<file path="src/rtl/div_unit.sv">
// Multi-cycle 32-bit radix-2 restoring divider for DIV/DIVU.
// Returns {remainder, quotient} with a registered ready/busy handshake.
module div_unit (
    input  logic        clk,
    input  logic        rst,
    input  logic        signed_div_i,
    input  logic [31:0] opdata1_i,
    input  logic [31:0] opdata2_i,
    input  logic        start_i,
    input  logic        annul_i,
    output logic [63:0] result_o,
    output logic        ready_o,
    output logic        busy_o
);

    typedef enum logic [1:0] {
        FREE    = 2'b00,
        BY_ZERO = 2'b01,
        ON      = 2'b10,
        END     = 2'b11
    } state_t;

    state_t      state, state_next;
    logic [5:0]  cnt, cnt_next;
    logic [64:0] work, work_next;
    logic [31:0] divisor, divisor_next;
    logic        neg_quot, neg_quot_next;
    logic        neg_rem, neg_rem_next;
    logic [63:0] result_next;
    logic        ready_next;

    logic [32:0] diff;
    logic [31:0] abs1, abs2;
    logic [31:0] quot, rem;

    // Remainder lives in work[64:33]; work[64:32] is that remainder with the next dividend bit appended.
    always_comb begin
        state_next    = state;
        cnt_next      = cnt;
        work_next     = work;
        divisor_next  = divisor;
        neg_quot_next = neg_quot;
        neg_rem_next  = neg_rem;
        result_next   = result_o;
        ready_next    = ready_o;

        diff = work[64:32] - {1'b0, divisor};
        quot = work[31:0];
        rem  = work[64:33];
        abs1 = (signed_div_i && opdata1_i[31]) ? -opdata1_i : opdata1_i;
        abs2 = (signed_div_i && opdata2_i[31]) ? -opdata2_i : opdata2_i;

        case (state)
            FREE: begin
                if (start_i && !annul_i) begin
                    neg_quot_next = signed_div_i & (opdata1_i[31] ^ opdata2_i[31]);
                    neg_rem_next  = signed_div_i & opdata1_i[31];
                    divisor_next  = abs2;
                    work_next     = {32'd0, abs1, 1'b0};
                    cnt_next      = 6'd0;
                    state_next    = (opdata2_i == 32'd0) ? BY_ZERO : ON;
                end
            end
            BY_ZERO: begin
                state_next  = END;
                result_next = 64'd0;
                ready_next  = 1'b1;
            end
            ON: begin
                if (annul_i) begin
                    state_next  = FREE;
                    cnt_next    = 6'd0;
                    result_next = 64'd0;
                    ready_next  = 1'b0;
                end else if (cnt == 6'd32) begin
                    state_next  = END;
                    result_next = {(neg_rem ? -rem : rem), (neg_quot ? -quot : quot)};
                    ready_next  = 1'b1;
                end else begin
                    if (diff[32])
                        work_next = {work[63:0], 1'b0};
                    else
                        work_next = {diff[31:0], work[31:0], 1'b1};
                    cnt_next = cnt + 6'd1;
                end
            end
            END: begin
                if (!start_i) begin
                    state_next  = FREE;
                    result_next = 64'd0;
                    ready_next  = 1'b0;
                end
            end
            default: state_next = FREE;
        endcase
    end

    always_ff @(posedge clk) begin
        if (rst) begin
            state    <= FREE;
            cnt      <= 6'd0;
            work     <= 65'd0;
            divisor  <= 32'd0;
            neg_quot <= 1'b0;
            neg_rem  <= 1'b0;
            result_o <= 64'd0;
            ready_o  <= 1'b0;
        end else begin
            state    <= state_next;
            cnt      <= cnt_next;
            work     <= work_next;
            divisor  <= divisor_next;
            neg_quot <= neg_quot_next;
            neg_rem  <= neg_rem_next;
            result_o <= result_next;
            ready_o  <= ready_next;
        end
    end

    assign busy_o = (state != FREE);

endmodule

</file>
<file path="config.mk">
export PLATFORM = sky130hd
export DESIGN_NAME = div_unit
export DESIGN_NICKNAME = d
export VERILOG_FILES = /design/src/rtl/div_unit.sv
export SDC_FILE = /design/constraint.sdc
export NUM_CORES = 1
export LEC_CHECK = 0
export CAP_MARGIN = 25
export CORE_AREA = 2 2 189 172
export CTS_BUF_LIST = sky130_fd_sc_hd__clkbuf_4 sky130_fd_sc_hd__clkbuf_8
export DETAILED_ROUTE_END_ITERATION = 8
export DIE_AREA = 0 0 191 174
export GPL_ROUTABILITY_DRIVEN = 0
export SYNTH_ARGS = -nofsm -noshare
export SYNTH_HDL_FRONTEND = slang
export SYNTH_SLANG_ARGS = --single-unit
</file>
<file path="constraint.sdc">
create_clock -name clk -period 8.35 [get_ports clk]
set_clock_uncertainty 0.1 [all_clocks]
set_input_delay 2.0875 -clock clk [delete_from_list [all_inputs] [get_ports clk]]
set_output_delay 2.0875 -clock clk [all_outputs]
set_load 0.03 [all_outputs]
</file>
==> results by group <==
Floorplanning
  – Initial Util: 0.344
  – Core ar.: 31400 um2
  – Num rows: 62
  – DIE AREA: 33200 um2
  – Die width: 191 um
  – Io pins: 135
  – Die Y: 174 um

Setup path
  – CP top delay family: simple AND/OR/NAND/NOR gates
  – Max incr delay on CP: 0.61 ns
  – Req. time, crit path: 8.58 ns
  – Critical path cell sequence: clkdlybuf4s50_1 > inv_1 > ha_1 > nor3b_1 > nand3b_1 > or4_1 > nor2_1 > nand2_1 > or4_1 > a21oi_1 > o21ai_0 > nor2b_1
  – Most frequent CP cell: or4_1
  – CP Max Fanout: 5
  – CP Data Arrival Time: 5.34 ns
  – Crit start category: primary input
  – Capturing element type of the critical path: register
  – R2R cell count: 11
  – CP Class: primary input to register
  – Critical Path Stages: 12
  – Buf/Inv on CP: 2
  – Critical-path top delay cell: or4_1

Logic synthesis
  – Largest family of logic cells by synthesized area: compound AO/OA/AOI/OAI gates
  – Post-synth EDFFs: 0
  – Post-Synthesis Net Count: 1470
  – Top FF cell, synth: dfxtp_1
  – Synth Area in Simple Gates: 0.191
  – Synth warnings: 0
  – Post-Synth XOR/XNOR Area: 0.120
  – Async SR Flop Fraction: 0
  – Post-synthesis mux area share: 0.0305
  – Synth cell types: 67
  – Post-Synth Adder-Cell Area: 0.0458
  – Mapped Area: 10800 um2
  – Synthesis-stage register bit count: 172
  – Synth Instances: 1362
  – Sequential share of the synthesized area: 0.318
  – Synth Area in Compound Gates: 0.248
  – Syn Area/Cell: 7.94 um2

Power and ir drop
  – Leak: 4.70 nW
  – Tot Pwr: 0.00182 W
  – Worst vdd ir: 0.0984 mV
  – Pwr per Cell Area: 141 nW/um2

Clock network
  – Max Buffers Root-to-Sink: 2
  – # hold bufs at CTS: 0
  – Reg clk slew, reported paths: 0.11 ns
  – Gates resized, CTS repair: 0
  – CTS root buffer: clkbuf_8
  – Post-CTS Setup Bufs: 0
  – TritonCTS Buffers: 17
  – TritonCTS clock tree: done
  – Clock Latency Late Sink: 0.47 ns
  – H-Tree Depth: 4
  – Num Clock Sinks: 172

Routing
  – Final wirelength: 29.8 mm
  – Vias: 9758
  – Vias per std cell: 5.20
  – Top routing layer in use: met4
  – Post-Route M1 WL: 16.0 mm
  – Routed wl met2: 11.9 mm
  – Post-route DRC: 0
  – First-pass iteration count of the detailed router: 5
  – Wire per inst: 15.9 um
  – DRT iter0 DRCs: 674
  – Post-route ant nets: 0
  – Met3 wire length: 1.63 mm

Worst hold path
  – Hold Crit Depth: 2
  – HP Class: register to register

STA
  – RSZ-0062 raised after global routing: no
  – Max Clk Rate: 196 MHz
  – Final Max Tran Viols: 0
  – Total negative setup slack: 0 ns
  – Endpoints failing hold: 0
  – Fin crit share: 0.612
  – Worst-Margin Slew: 0.978 ns
  – Final setup violating endpoints: 0
  – Final worst path period need: 5.11 ns
  – Relative slew margins: 0.342

Run status
  – Outcome: finished clean

Layout
  – Layout cells sized above 1: 0.0507
  – N_diodes: 0
  – Nets: 1555
  – Syn-to-layout area delta: 19.3%

Global routing
  – First-pass GRT wire length: 48.0 mm
  – Overflow after GRT: 0
  – Vias in the first global route: 8814
  – Total track usage: 0.178
  – Initial antenna violation count: 0
  – Largest net degree at the start of global routing: 71

Placement
  – IO buf count: 134
  – Post-DP HPWL: 22.9 mm

Run
  – Max-cap viol count: 0
routing by layer:
layer,up-vias,GRT usage
met4,0,0.0359
met1,4456,0.284
li1,5077,-
met5,-,0
met2,211,0.243
met3,14,0.0309
layout make-up:
class	count	area [um2]
clock buffers	17	234
clock inverters	15	175
fillers	3263	18500
inverters	51	191
multi-input cells	1058	6910
flip-flops and latches	172	3440
well taps	416	520
repair buffers	147	1440
cells by family after synthesis:
logic type | count (synthesis)
adder cells (fa/ha/maj) | 39
AND/OR/NAND/NOR | 434
AO/OA/AOI/OAI | 404
multiplexers | 33
XOR/XNOR | 148
flip-flops | 172
buffers and inverters | 132
registers in the layout, summed over array words and instances (netlist names):
| register | count |
|---|---|
| neg_quot | 1 |
| result_o | 64 |
| work | 65 |
| ready_o | 1 |
| cnt | 6 |
| neg_rem | 1 |
| state | 2 |
| divisor | 32 |
worst paths after layout:
check          startpoint          end  slack, ns
max          opdata2_i[0]     state[1]       3.24
min           divisor[31]  divisor[31]       0.37
max reg2reg      work[33]     work[45]       4.41
min reg2reg   divisor[31]  divisor[31]       0.37
worst reg2reg max path: cells and delay by family (launching register included):
kind            cells  cell delay, ns
compound gates      5            1.46
fa+ha+maj           1            0.48
buf+inv             2            0.70
flops               1            0.41
mux                 1            0.27
simple gates        2            0.39
placed cells by master, fill, tap and decap left out, types with 19 or more instances in the layout:
cell type          n
dfxtp_1          172
nor3_1            31
nand2_1          120
a211oi_1          47
xor2_1            59
a22o_1            20
ha_1              38
inv_1             51
nor2_1           158
a21oi_1           98
o21ai_0           85
clkdlybuf4s50_1  133
xnor2_1           89
nand3_1           19
o31ai_1           30
a22oi_1           31
mux2i_1           33
power breakdown:
part | leakage, nW | total, W | internal [W] | switching (W)
Combinational | 3.11 | 0.000355 | 0.000151 | 0.000204
Sequential | 1.40 | 0.000870 | 0.000843 | 0.0000268
Clock | 0.195 | 0.000600 | 0.000228 | 0.000372
Total | 4.70 | 0.00182 | 0.00122 | 0.000603
Yosys cell counts (30+ instances only):
| cell type | count | area share |
|---|---|---|
| a21oi_1 | 99 | 0.046 |
| nor3_1 | 32 | 0.015 |
| a22oi_1 | 31 | 0.022 |
| ha_1 | 38 | 0.044 |
| nand2_1 | 120 | 0.042 |
| o21ai_0 | 85 | 0.039 |
| clkbuf_1 | 71 | 0.025 |
| xnor2_1 | 89 | 0.072 |
| dfxtp_1 | 172 | 0.32 |
| a211oi_1 | 47 | 0.033 |
| xor2_1 | 59 | 0.048 |
| nor2_1 | 159 | 0.055 |
| inv_1 | 51 | 0.018 |
| mux2i_1 | 33 | 0.031 |
| o31ai_1 | 30 | 0.021 |
per-stage QoR:
stage	setup slack (ns)	std cells	utilization	area (um2)	hold slack, ns
6_report	3.24	1876	0.411	12900	0.374
5_1_grt	2.99	1876	0.411	12900	0.417
4_1_cts	3.26	1876	0.411	12900	0.378
3_5_place_dp	2.76	1844	0.398	12500	0.360
3_3_place_gp	2.84	1844	0.398	12500	0.351
2_1_floorplan	3.76	1362	-	10800	0.332
Note: power is estimated with default switching activity, not from simulation.
